--- config.mk ---
export PLATFORM = sky130hd
export DESIGN_NAME = uart_cmd_controller
export DESIGN_NICKNAME = d
export VERILOG_FILES = /design/src/rtl/uart_cmd_controller.sv
export SDC_FILE = /design/constraint.sdc
export NUM_CORES = 1
export LEC_CHECK = 0
export ABC_AREA = 1
export CAP_MARGIN = 5
export CORE_AREA = 2 2 97 99
export DETAILED_ROUTE_END_ITERATION = 6
export DIE_AREA = 0 0 99 101
export DONT_BUFFER_PORTS = 1
export GPL_TIMING_DRIVEN = 0
export MAX_ROUTING_LAYER = met4
export PLACE_DENSITY_LB_ADDON = 0.12
export REMOVE_ABC_BUFFERS = 1
export SYNTH_ARGS = -nofsm -noshare
export SYNTH_HDL_FRONTEND = slang
export SYNTH_SLANG_ARGS = --single-unit
--- constraint.sdc ---
create_clock -name clk -period 2.65 [get_ports clk]
set_clock_uncertainty 0.1 [all_clocks]
set_input_delay 0.6625 -clock clk [delete_from_list [all_inputs] [get_ports clk]]
set_output_delay 0.6625 -clock clk [all_outputs]
set_load 0.01 [all_outputs]
--- src/rtl/uart_cmd_controller.sv ---
// uart_cmd_controller: sequences a two-byte UART command (command, address)
// into a valid/ready sensor request, waits for the sensor response and sends
// a two-byte reply (code, data) through the transmitter. All protocol
// timeouts and error replies are generated here.
// Optional feature: define UART_CMD_OVERRUN_EN to add the overrun flag that
// records bytes dropped while busy and marks the next reply code (bit 7).
module uart_cmd_controller #(
  parameter int         BYTE_TIMEOUT = 2_500_000,
  parameter int         RESP_TIMEOUT = 50_000_000,
  parameter int         ADDR_BITS    = 5,
  parameter logic [7:0] ERR_ADDR     = 8'hE1,
  parameter logic [7:0] ERR_RESP     = 8'hE2
) (
  input  logic                 clk,
  input  logic                 reset_n,
  input  logic                 rx_done,
  input  logic [7:0]           rx_data,
  output logic                 cmd_valid,
  output logic [7:0]           cmd_code,
  output logic [ADDR_BITS-1:0] cmd_addr,
  input  logic                 cmd_ready,
  input  logic                 resp_valid,
  input  logic [7:0]           resp_code,
  input  logic [7:0]           resp_data,
  output logic                 tx_start,
  output logic [7:0]           tx_data,
  input  logic                 tx_done,
  output logic                 busy
`ifdef UART_CMD_OVERRUN_EN
  ,
  output logic                 overrun
`endif
);

  typedef enum logic [2:0] {
    IDLE      = 3'd0,
    WAIT_ADDR = 3'd1,
    ISSUE     = 3'd2,
    WAIT_RESP = 3'd3,
    TX0       = 3'd4,
    TX1       = 3'd5
  } state_t;

  // Timer compares are done against the last cycle of each window.
  localparam logic [25:0] BYTE_LAST = 26'(BYTE_TIMEOUT - 1);
  localparam logic [25:0] RESP_LAST = 26'(RESP_TIMEOUT - 1);
  localparam logic [25:0] TIMER_MAX = 26'h3FF_FFFF;

  state_t                 state;
  state_t                 state_next;
  logic [25:0]            timer;
  logic [25:0]            timer_next;
  logic                   rx_done_d;
  logic                   strobe;
  logic                   addr_ok;
  logic                   entering;
  logic                   clear_all;
  logic [7:0]             cmd_code_next;
  logic [ADDR_BITS-1:0]   cmd_addr_next;
  logic [7:0]             code_hold;
  logic [7:0]             data_hold;
  logic [7:0]             code_next;
  logic [7:0]             data_next;
  logic [7:0]             tx_code;
  logic                   cmd_valid_next;
  logic                   tx_start_next;
  logic [7:0]             tx_data_next;
  logic                   busy_next;

  // One strobe per received byte, however long rx_done stays high.
  assign strobe  = rx_done & ~rx_done_d;
  // Address is in range when no bit above the address field is set.
  assign addr_ok = ((rx_data >> ADDR_BITS) == 8'd0);

  // Next-state and datapath-latch decisions for the command sequencer.
  always_comb begin
    state_next    = state;
    cmd_code_next = cmd_code;
    cmd_addr_next = cmd_addr;
    code_next     = code_hold;
    data_next     = data_hold;
    clear_all     = 1'b0;
    case (state)
      IDLE: begin
        if (strobe) begin
          cmd_code_next = rx_data;
          state_next    = WAIT_ADDR;
        end else begin
          state_next = IDLE;
        end
      end
      WAIT_ADDR: begin
        if (strobe) begin
          if (addr_ok) begin
            cmd_addr_next = rx_data[ADDR_BITS-1:0];
            state_next    = ISSUE;
          end else begin
            code_next  = ERR_ADDR;
            data_next  = rx_data;
            state_next = TX0;
          end
        end else if (timer == BYTE_LAST) begin
          state_next = IDLE;
        end else begin
          state_next = WAIT_ADDR;
        end
      end
      ISSUE: begin
        if (cmd_valid && cmd_ready) begin
          state_next = WAIT_RESP;
        end else begin
          state_next = ISSUE;
        end
      end
      WAIT_RESP: begin
        if (resp_valid) begin
          code_next  = resp_code;
          data_next  = resp_data;
          state_next = TX0;
        end else if (timer == RESP_LAST) begin
          code_next  = ERR_RESP;
          data_next  = cmd_code;
          state_next = TX0;
        end else begin
          state_next = WAIT_RESP;
        end
      end
      TX0: begin
        if (tx_done) begin
          state_next = TX1;
        end else begin
          state_next = TX0;
        end
      end
      TX1: begin
        if (tx_done) begin
          state_next = IDLE;
        end else begin
          state_next = TX1;
        end
      end
      default: begin
        state_next    = IDLE;
        cmd_code_next = 8'h00;
        cmd_addr_next = {ADDR_BITS{1'b0}};
        code_next     = 8'h00;
        data_next     = 8'h00;
        clear_all     = 1'b1;
      end
    endcase
  end

`ifdef UART_CMD_OVERRUN_EN
  logic overrun_next;

  // Overrun sets on any byte dropped while busy and clears on the next accepted command byte.
  always_comb begin
    overrun_next = overrun;
    if (clear_all) begin
      overrun_next = 1'b0;
    end else if (strobe && busy) begin
      overrun_next = 1'b1;
    end else if (strobe && (state == IDLE)) begin
      overrun_next = 1'b0;
    end else begin
      overrun_next = overrun;
    end
    tx_code = {code_next[7] | overrun_next, code_next[6:0]};
  end

  // Overrun flag register.
  always_ff @(posedge clk or negedge reset_n) begin
    if (!reset_n) begin
      overrun <= 1'b0;
    end else begin
      overrun <= overrun_next;
    end
  end
`else
  assign tx_code = code_next;
`endif

  // Registered-output values derived from the upcoming state.
  always_comb begin
    entering       = (state_next != state);
    cmd_valid_next = (state_next == ISSUE);
    busy_next      = (state_next != IDLE) && (state_next != WAIT_ADDR);
    tx_start_next  = entering && ((state_next == TX0) || (state_next == TX1));
    tx_data_next   = tx_data;
    timer_next     = timer;
    if (clear_all) begin
      tx_data_next = 8'h00;
    end else if (entering && (state_next == TX0)) begin
      tx_data_next = tx_code;
    end else if (entering && (state_next == TX1)) begin
      tx_data_next = data_next;
    end else begin
      tx_data_next = tx_data;
    end
    if (clear_all || entering) begin
      timer_next = 26'd0;
    end else if (timer == TIMER_MAX) begin
      timer_next = timer;
    end else begin
      timer_next = timer + 26'd1;
    end
  end

  // State register.
  always_ff @(posedge clk or negedge reset_n) begin
    if (!reset_n) begin
      state <= IDLE;
    end else begin
      state <= state_next;
    end
  end

  // Datapath, timer and output registers.
  always_ff @(posedge clk or negedge reset_n) begin
    if (!reset_n) begin
      timer     <= 26'd0;
      rx_done_d <= 1'b0;
      cmd_code  <= 8'h00;
      cmd_addr  <= {ADDR_BITS{1'b0}};
      code_hold <= 8'h00;
      data_hold <= 8'h00;
      cmd_valid <= 1'b0;
      tx_start  <= 1'b0;
      tx_data   <= 8'h00;
      busy      <= 1'b0;
    end else begin
      timer     <= timer_next;
      rx_done_d <= rx_done;
      cmd_code  <= cmd_code_next;
      cmd_addr  <= cmd_addr_next;
      code_hold <= code_next;
      data_hold <= data_next;
      cmd_valid <= cmd_valid_next;
      tx_start  <= tx_start_next;
      tx_data   <= tx_data_next;
      busy      <= busy_next;
    end
  end

endmodule

---- Word level (Yosys, flattened, before mapping) ----
Index checks and enable logic that the tools add are counted.
storage, ports and cells
  input bits .............................. 30
  word-level logic and storage cells ...... 81
  flip-flop bits (word level) ............. 70
operators by class
  equal/unequal tests ..................... 18
  add/sub/neg operators ................... 1
  reductions and logical operators ........ 16
  mux-type cells .......................... 31
  bitwise logic cells ..................... 4
operators by type and width
  cell                     count
  $mux W8                  12
  $eq A26 B26 Y1 const B   2
  $mux W26                 2
  $pmux W8 S3              2
  $add A26 B1 Y26 const B  1
  $eq A26 B22 Y1 const B   1
  $pmux W3 S6              1
  $pmux W8 S2              1
  $mux W3                  5
  $eq A3 B3 Y1 const B     4
  $mux W5                  2
  $pmux W5 S2              1
  $reduce_or A5 Y1         2
  $eq A3 B2 Y1 const B     3
  $logic_not A8 Y1         1
  $ne A2 B2 Y1 const B     4
  $ne A3 B1 Y1 const B     2
  $reduce_or A6 Y1         1
  $logic_and A1 B1 Y1      5
  $mux W1                  5
  $reduce_or A4 Y1         1
  $eq A3 B1 Y1 const B     1
  $logic_not A3 Y1         1
  $ne A3 B3 Y1             1
  other kinds (6)          9

---- Depth between registers and ports, before layout ----
Gate-level depths: netlist of the first run.
  word-level depth ........................ 9
  mapped depth ............................ 15
  depth with buffers taken out ............ 14

---- Worst setup path before layout of the first run ----
No wires, ideal clock.
  path kind ............................... input -> register
  start ................................... in rx_done
  end ..................................... reg timer[12]
  required time ........................... 2.429 ns
  cell stages on the path ................. 9
  path buffers ............................ 1
  setup slack ............................. 0.659 ns
  arrival time ............................ 1.771 ns
  path through ............................ inv_1 nor2_1 inv_1 nor2_1 nand2_1 a21boi_1 nand3_4 buf_6 nor2_2
on the way
  longest elaborated chain between the ends .. 6
  elaborated cells between the ends (all ways) .. 8
  classes of those cells .................. eq/ne: 2; mux: 4; bitwise: 1; reduce/logical: 1
RTL lines
  what                                                       line    RTL
  start: declaration                                         16      input logic rx_done,
  $and A1 B1 Y1 (*)                                          71      assign strobe = rx_done & ~rx_done_d;
  $mux W3 or $mux W1 (tied branches)                         93, 85
  $pmux W3 S6 (*)                                            83      case (state)
  $ne A3 B3 Y1 (*)                                           185     entering = (state_next != state);
  $logic_or A1 B1 Y1 (*)                                     200     if (clear_all || entering) begin
  $ne A2 B2 Y1 (no source line) or $mux W26 (tied branches)  -
  end signal: assignment                                     232     timer <= timer_next;
  end: declaration                                           51      logic [25:0] timer;
Mark *: on every way between the ends. The rest lies on a longest branch, timed or not.
A chain may end at the register's enable or synchronous reset.

---- Worst setup path in the final report of the first run ----
  start ................................... reg timer[0]
  end ..................................... reg timer[17]
on the way
  longest elaborated chain between the ends .. 7
  elaborated cells between the ends (all ways) .. 14
  classes of those cells .................. add/sub: 1; eq/ne: 5; mux: 7; reduce/logical: 1
RTL lines
  what                                                       line
  $eq A26 B26 Y1 or $eq A26 B22 Y1 (tied branches)           120, 102
  $mux W3 or $mux W1 (tied branches)                         120, 102
  $mux W3, on equally long branches                          116, 93
  $pmux W3 S6                                                83
  $ne A3 B3 Y1                                               185
  $logic_or A1 B1 Y1                                         200
  $ne A2 B2 Y1 (no source line) or $mux W26 (tied branches)  -
Parallel ways exist; a longest one is shown, timed or not. The select of a mux whose other input is x is not followed.

==> impl_metrics.csv, run 1 <==
group,metric,value,unit
global_route,antenna_found_initial,0,
sta,slew_viol_final,0,
cts,clk_pin_slew_worst_paths,80,ps
finish,nets,546,
pwr,power_density,797,mW/mm^2
cts,clk_path_buf_depth,2,
route,drt_iter0_drc,152,
route,finalWirelength,10.5,mm
synthesis,yosys_warnings,0,
sta,finalCritPeriodShare,0.906,
global_route,grt_overflow,0,
placement,portBuffers,0,
floorplan,start_util,0.436,
cts,cts.sinks,67,
synthesis,synthCells,511,
worst_setup_path,critPathRequiredTime,2830,ps
worst_hold_path,hp-class,"primary input to async pin",
finish,fin_area,0.00426,sq mm
sta,final_hold_viol_count,0,
run,maxCapViolations,0,
pwr,power.total,3.39,mW
sta,holdWs,76.9,ps
route,drt_pass1_iterations,4,
status,status,"finished clean",
route,ant_nets,0,
worst_setup_path,worstSetupPathType,"flip-flop to flip-flop",
cts,cts_max_level,3,
finish,final_cell_mix,"nand2_1, dfrtp_1, inv_1, nand3_1, nor2_1",
finish,drive_gt1_frac,0.142,
cts,insertion_delay,360,ps
route,remaining_drc_errors,0,
placement,place_ws,-48.6,ps
synthesis,synth_top_area_cell,"dfrtp_1",
cts,cts_tree,"yes",
placement,gp_congestion,0.956,
finish,layout_commonest_cell,"nand2_1",
synthesis,synth_area_leaders,"dfrtp_1, nand2_1, nand3_1",
sta,fin_crit,2400,ps
floorplan,die_w,99,um
synthesis,synth_seq_area_share,0.428,
sta,rsz0062_at_grt,"no",
global_route,grt_max_degree,68,
placement,placed_cell_area,0.00399,sq mm
route,viasPerCell,5.36,
synthesis,synth-seq-cells,67,
route,wl_per_cell,16.6,um
floorplan,die_h,101,um
synthesis,yosysUniqueCellTypes,33,
synthesis,syn_area,0.00392,sq mm
sta,worst_slack,248,ps
global_route,track_usage,0.217,
placement,place_hpwl,7.47,mm
cts,cts_buffers,9,
worst_setup_path,arrival,2580,ps
sta,timing.fmax,416,MHz
cts,clock-root-buffer,"clkbuf_8",
route,num_vias,3381,
pwr,vdd.ir_drop.worst,0.284,mV
synthesis,synth_area_per_cell,7.66,sq um
worst_setup_path,path_max_fanout,13,
sta,tightest_slew,551,ps
global_route,grt_pass1_wl,16.5,mm
floorplan,io_pins,54,
pwr,p_leak,1.98,nW
floorplan,core,0.00898,sq mm
finish,diodes,0,
floorplan,rows,35,
global_route,grt_pass1_vias,3282,
sta,setup_viol,0,
floorplan,die_area,0.0100,sq mm
finish,area_growth,8.72,%
worst_setup_path,crit_path_end_kind,"flip-flop",
synthesis,synth_top_cell_area_share,0.428,
worst_setup_path,start_kind,"flip-flop",
sta,max-slew-margin-rel,0.632,
==> critical path, cell delays in order, from the launching register on <==
cell and delay, ps:
dfrtp_1 460, ha_1 290, inv_1 130, nor2_4 70, nand3_2 80, nor2_4 50
nand2_4 140, nand3_4 130, a21boi_2 350, nand3_4 330, a21oi_2 190
==> registers in the layout, summed over array words and instances (netlist names) <==
signal and flops:
rx_done_d 1, cmd_code 8, code_hold 5, tx_start 1
tx_data 8, timer 26, cmd_valid 1, state 3
data_hold 8, cmd_addr 5, busy 1
==> cells by family after synthesis <==
kind of cell / count (synthesis) / share of synthesized area
AO/OA/AOI/OAI: 61 / 0.0952
XOR/XNOR: 17 / 0.0380
adder cells (fa/ha/maj): 1 / 0.00320
buffers and inverters: 74 / 0.0761
flip-flops: 67 / 0.428
AND/OR/NAND/NOR: 291 / 0.359
==> cell usage after synthesis (all sizes together) <==
library cell and number:
nand3b 3, dfrtp 67, ha 1, buf 6, nand2 127, nor3 11
a21oi 24, a21o 1, clkbuf 5, o21ai 25, o211ai 2, nand4 16
nand3 63, o31ai 5, xor2 13, xnor2 4, or2 2, nor2 68
a22oi 3, a21boi 1, inv 63, nor4 1
==> through the flow <==
| step | util | std cells | TNS (ps) |
|---|---|---|---|
| detailed placement | 0.445 | 611 | -164 |
| finish | 0.474 | 631 | 0 |
| global route | 0.474 | 631 | 0 |
| floorplan | - | 500 | 0 |
| global placement | 0.445 | 611 | -80.4 |
| CTS | 0.472 | 630 | 0 |
==> worst paths after layout <==
kind | start | end | slack, ps | depth (start not counted)
setup / recovery | timer[0]$_DFFE_PN0P_ | timer[17]$_DFFE_PN0P_ | 250 | 10
hold / removal | reset_n | data_hold[1]$_DFF_PN0_ | 80 | 1
setup reg to reg | timer[0]$_DFFE_PN0P_ | timer[17]$_DFFE_PN0P_ | 250 | 10
hold reg to reg | data_hold[1]$_DFF_PN0_ | data_hold[1]$_DFF_PN0_ | 390 | 2
max in group asynchronous | reset_n | rx_done_d$_DFF_PN0_ | 2080 | 1
min in group clk | rx_done | rx_done_d$_DFF_PN0_ | 240 | 0
==> report_power, final <==
| part | switching (mW) | internal (mW) |
|---|---|---|
| clock network | 0.431 | 0.439 |
| registers | 0.231 | 1.27 |
| logic | 0.720 | 0.306 |
==> metal layers <==
layer  GRT usage  share of wire  vias up
li1            -              -     1672
met1       0.250           0.42     1591
met4      0.0748          0.021        0
met5           -              0        -
met2       0.371           0.52       93
met3      0.0513          0.041       25
==> cell type report <==
cell class | count | area (sq um)
Fill cell | 923 | 4720
Inverter | 63 | 236
Clock buffer | 9 | 124
Timing Repair Buffer | 3 | 42.5
Clock inverter | 7 | 76.3
Tap cell | 111 | 139
Multi-Input combinational cell | 371 | 1960
Sequential cell | 67 | 1680
==> repair_timing <==
action                     CTS  global route
resized for setup            0             2
setup buffers                2             0
setup endpoints to repair   13             1
gates cloned                 0             1
pin swaps                    0             1
hold endpoints to repair    67             0
hold buffers                 1             0
Power figures use the tool's default switching activity.
==> run 2, diff against run 1 <==
- ABC_AREA: 1 -> unset
- CORE_AREA: 2 2 97 99 -> 2 2 96 98
- DIE_AREA: 0 0 99 101 -> 0 0 98 100
==> run 2 against run 1 <==
- sequential power up 11%
- clock power up 16%
- clock-buffer cell count unchanged
- via count decreased by 9.5%
- combinational power about the same
- global-route usage down 0.80 points
- wire length decreased by 8.8%
- synthesized cell count shrank 21%
- flip-flop and latch count rose by 3
- cell count decreased by 18%
- power rose by 10%
- critical path type unchanged
==> impl_metrics.csv, run 2 <==
group,metric,value,unit
status,status,"finished clean",
cts,cts.sinks,70,
sta,final_hold_viol_count,0,
cts,cts_tree,"yes",
global_route,grt_pass1_wl,15.6,mm
finish,largest_reg_flops,26,
synthesis,yosysMostFrequentCell,"dfrtp_1",
worst_setup_path,path_depth,7,
worst_setup_path,cpPeakStageDelay,600,ps
synthesis,synth_seq_area_share,0.455,
synthesis,synthAdderAreaFrac,0.00325,
worst_setup_path,path_cells,"ha_1, and3_1, nand4_1, nor3_2, a222oi_1, a32oi_1, mux2_4",
sta,fin_crit,2550,ps
route,m1WireLength,4.38,mm
sta,finalSetupTns,0,ps
global_route,grt_pass1_vias,2906,
worst_setup_path,critPathTopFamily,"compound AO/OA/AOI/OAI gates",
pwr,power_density,879,mW/mm^2
synthesis,synth_top_cell_area_share,0.455,
synthesis,syn_area,0.00385,sq mm
synthesis,yosysUniqueCellTypes,69,
floorplan,die_area,0.00980,sq mm
worst_setup_path,regToRegEndpoint,"tx_data[0]$_DFFE_PN0P_",
route,wl_met2,4.64,mm
sta,slew_viol_final,0,
floorplan,die_w,98,um
sta,max-slew-margin-rel,0.533,
sta,tightest_slew,697,ps
synthesis,synth_top_area_cell,"dfrtp_1",
worst_hold_path,hp-class,"primary input to async pin",
worst_setup_path,crit_path_end,"tx_data[0]$_DFFE_PN0P_",
worst_setup_path,critical_path.startpoint,"timer[0]$_DFFE_PN0P_",
finish,fin_cells,520,
global_route,grt_overflow,0,
synthesis,synth_edf_count,0,
worst_setup_path,r2r_cells,7,
sta,finalCritPeriodShare,0.964,
route,dr.max_layer_used,"met4",
global_route,antenna_found_initial,0,
sta,holdWs,85.1,ps
cts,insertion_delay,360,ps
placement,place_hpwl,6.67,mm
worst_setup_path,worstReg2RegStart,"timer[0]$_DFFE_PN0P_",
route,viasPerCell,5.88,
finish,final_cell_mix,"dfrtp_1, nand2_1, nor2_1",
worst_setup_path,regToRegSetupSlack,100,ps
finish,diodes,0,
sta,setup_viol,0,
synthesis,synth_xor_area_frac,0.0478,
synthesis,yosys.area_share.simple,0.267,
global_route,grt_max_degree,71,
cts,clk_path_buf_depth,2,
finish,fin_area,0.00425,sq mm
placement,placed_cells,496,
floorplan,io_pins,54,
synthesis,synth-async-reset-ratio,1.00,
synthesis,synth_area_per_cell,9.55,sq um
route,wl_per_cell,18.4,um
run,maxCapViolations,0,
finish,final_core_util,0.478,
placement,place_ws,-548,ps
route,ant_nets,0,
worst_setup_path,start_kind,"flip-flop",
worst_setup_path,critPathRequiredTime,2800,ps
worst_setup_path,arrival,2710,ps
floorplan,rows,35,
finish,area_growth,10.3,%
global_route,track_usage,0.209,
synthesis,synth_area_leaders,"dfrtp_1, nand2_1, xnor2_1",
floorplan,die_h,100,um
route,remaining_drc_errors,0,
worst_setup_path,crit_buf_inv,0,
finish,layout_commonest_cell,"dfrtp_1",
synthesis,synth_compound_area_frac,0.159,
pwr,p_leak,1.81,nW
route,met3_wirelength,405,um
synthesis,synthCells,403,
cts,clock-root-buffer,"clkbuf_8",
finish,drive_gt1_frac,0.130,
synthesis,synthTopCellsByCount,"dfrtp_1, nand2_1, nor2_1, o21ai_0, nand3_1",
cts,cts_max_level,3,
worst_setup_path,crit_path_end_kind,"flip-flop",
floorplan,core,0.00889,sq mm
pwr,vdd.ir_drop.worst,0.310,mV
synthesis,synth_top_family_by_area,"simple AND/OR/NAND/NOR gates",
floorplan,start_util,0.433,
finish,nets,435,
synthesis,yosys_warnings,0,
finish,regMostFlops,"timer",
sta,timing.fmax,392,MHz
synthesis,synth-seq-cells,70,
cts,cts_buffers,9,
route,drt_iter0_drc,160,
synthesis,muxShareOfSynthArea,0.0299,
pwr,power.total,3.73,mW
worst_setup_path,path_max_fanout,6,
route,num_vias,3059,
worst_setup_path,worstSetupPathType,"flip-flop to flip-flop",
placement,placed_cell_area,0.00389,sq mm
cts,clk_pin_slew_worst_paths,100,ps
synthesis,synthFlopType,"dfrtp_1",
sta,rsz0062_at_grt,"no",
sta,worst_slack,96.2,ps
route,drt_pass1_iterations,4,
route,finalWirelength,9.55,mm
placement,portBuffers,0,
worst_setup_path,critPathSlowestCell,"a222oi_1",
placement,gp_congestion,0.907,
-- run 2: area by class of cell --
cell class	count	area, sq um
fillers	836	4640
multi-input cells	301	1980
flip-flops and latches	70	1760
well taps	111	139
clock buffers	9	124
clock inverters	7	103
repair buffers	8	92.6
inverters	14	52.6
-- run 2: what timing repair did --
action                                  4_1_cts  5_1_grt
setup buffers                                 2        5
endpoints found under the hold margin        70        0
hold buffers                                  1        0
endpoints found under the setup margin       36       21
resized for setup                             8        6
pin swaps                                     1        2
-- run 2: cell families (layout without fill, tap and decap cells) --
family / Yosys count / count (layout)
simple gates: 187 / 187
fa+ha+maj: 1 / 1
buf+inv: 32 / 38
xor+xnor: 21 / 21
flops: 70 / 70
compound gates: 82 / 82
mux: 10 / 10
-- run 2: where the power goes --
group | switching (mW) | internal, mW | total [mW]
logic | 0.587 | 0.471 | 1.06
registers | 0.321 | 1.35 | 1.67
clock network | 0.465 | 0.545 | 1.01
total | 1.37 | 2.36 | 3.73
-- run 2: worst min-delay path by stage --
stage	start	to	cells past startpoint
6_report	reset_n	tx_start$_DFF_PN0_	1
5_1_grt	reset_n	code_hold[7]$_DFF_PN0_	1
4_1_cts	reset_n	tx_start$_DFF_PN0_	1
3_5_place_dp	reset_n	busy$_DFF_PN0_	0
3_3_place_gp	reset_n	busy$_DFF_PN0_	0
2_1_floorplan	reset_n	busy$_DFF_PN0_	0
-- run 2: per-layer routing --
metal	up-vias	track usage
met5	-	-
met4	0	0.0833
met3	10	0.0362
met2	67	0.325
met1	1499	0.273
li1	1483	-
==> run 3, diff against run 2 <==
- CORE_AREA: 2 2 96 98 -> 2 2 102 104
- DIE_AREA: 0 0 98 100 -> 0 0 104 106
- PLACE_DENSITY: unset -> 0.55
- PLACE_DENSITY_LB_ADDON: 0.12 -> unset
==> run 3 against run 2 <==
- flip-flop and latch count stayed put
- via count is 1.4% higher
- non-clock buffer count is 5 lower
- largest power group unchanged
==> impl_metrics.csv, run 3 (synthesis results as in run 2) <==
group,metric,value,unit
placement,place_hpwl,6.82,mm
finish,diodes,0,
placement,gp_congestion,0.872,
sta,timing.fmax,394,MHz
sta,holdWs,79.7,ps
cts,clk_pin_slew_worst_paths,90,ps
worst_setup_path,arrival,2690,ps
cts,cts.sinks,70,
route,drt_iter0_drc,181,
floorplan,die_area,0.0110,sq mm
route,drt_pass1_iterations,5,
floorplan,start_util,0.385,
pwr,p_leak,1.76,nW
cts,clock-root-buffer,"clkbuf_8",
global_route,grt_overflow,0,
route,finalWirelength,9.87,mm
cts,cts_max_level,3,
sta,rsz0062_at_grt,"no",
global_route,grt_pass1_wl,16.0,mm
finish,layout_commonest_cell,"dfrtp_1",
finish,fin_area,0.00422,sq mm
worst_setup_path,worstSetupPathType,"flip-flop to flip-flop",
floorplan,die_h,106,um
cts,cts_tree,"yes",
floorplan,die_w,104,um
finish,largest_reg_flops,26,
finish,area_growth,9.72,%
finish,nets,430,
route,wl_per_cell,18.3,um
worst_setup_path,path_max_fanout,26,
worst_setup_path,path_cells,"ha_1, and3_1, and4_4, a21oi_4, a2111oi_4, or3_4, a311oi_1",
finish,final_core_util,0.422,
cts,clk_path_buf_depth,2,
finish,fin_cells,540,
route,remaining_drc_errors,0,
finish,drive_gt1_frac,0.121,
worst_setup_path,regToRegSetupSlack,110,ps
pwr,power_density,858,mW/mm^2
run,maxCapViolations,0,
route,num_vias,3103,
floorplan,io_pins,54,
worst_hold_path,hp-class,"primary input to async pin",
global_route,grt_pass1_vias,2961,
worst_setup_path,crit_buf_inv,0,
sta,final_hold_viol_count,0,
sta,fin_crit,2540,ps
worst_setup_path,critPathTopFamily,"simple AND/OR/NAND/NOR gates",
sta,max-slew-margin-rel,0.547,
global_route,grt_max_degree,71,
sta,finalCritPeriodShare,0.957,
sta,finalSetupTns,0,ps
placement,placed_cells,521,
sta,setup_viol,0,
status,status,"finished clean",
global_route,track_usage,0.188,
worst_setup_path,start_kind,"flip-flop",
sta,slew_viol_final,0,
placement,placed_cell_area,0.00393,sq mm
global_route,antenna_found_initial,0,
floorplan,core,0.0100,sq mm
route,ant_nets,0,
pwr,vdd.ir_drop.worst,0.369,mV
worst_setup_path,cpPeakStageDelay,540,ps
finish,final_cell_mix,"dfrtp_1, nand2_1, nor2_1",
worst_setup_path,critPathSlowestCell,"or3_4",
floorplan,rows,37,
worst_setup_path,crit_path_end_kind,"flip-flop",
cts,insertion_delay,360,ps
cts,cts_buffers,9,
finish,regMostFlops,"timer",
placement,portBuffers,0,
sta,tightest_slew,676,ps
worst_setup_path,critPathRequiredTime,2810,ps
route,viasPerCell,5.75,
==> run 3: timing repair <==
action	4_1_cts	5_1_grt
hold buffers	1	0
setup buffers	2	0
gates resized for setup	8	7
hold endpoints to repair	70	0
endpoints found under the setup margin	35	20
pin swaps	2	0
==> run 3: cell type report <==
cell class	count	area (sq um)
Inverter	14	52.6
Clock buffer	9	124
Fill cell	983	5780
Multi-Input combinational cell	301	1990
Clock inverter	7	78.8
Timing Repair Buffer	3	55.1
Tap cell	136	170
Sequential cell	70	1760
==> run 3: where the power goes <==
| part | leakage [nW] | switching, mW | internal [mW] |
|---|---|---|---|
| clock | 0.0929 | 0.459 | 0.444 |
| sequential | 0.914 | 0.325 | 1.35 |
| combinational | 0.756 | 0.595 | 0.458 |
==> run 3: final timing paths <==
check                                       startpoint                endpoint  cells past startpoint
worst max-delay path              timer[0]$_DFFE_PN0P_   timer[16]$_DFFE_PN0P_                      7
worst min-delay path                           reset_n  tx_data[0]$_DFFE_PN0P_                      1
worst max register to register    timer[0]$_DFFE_PN0P_   timer[16]$_DFFE_PN0P_                      7
worst min register to register  code_hold[2]$_DFF_PN0_  code_hold[2]$_DFF_PN0_                      2
max in group asynchronous                      reset_n    timer[4]$_DFFE_PN0P_                      1
min in group clk                               rx_done     rx_done_d$_DFF_PN0_                      0
==> run 3: metal layers <==
| metal | vias up | GRT usage | share of wire |
|---|---|---|---|
| met3 | 17 | 0.0478 | 0.060 |
| met5 | - | - | 0 |
| met4 | 0 | 0.0647 | 0.018 |
| met1 | 1516 | 0.232 | 0.44 |
| met2 | 101 | 0.301 | 0.48 |
| li1 | 1469 | - | - |
==> run 3: stage by stage <==
stage | total power [mW] | setup slack (ps)
after detailed placement | 2.67 | -580
after global placement | 2.63 | -549
after CTS | 3.67 | 31.4
final | 3.63 | 114
after floorplan | 2.39 | 118
after global routing | 3.87 | 2.07
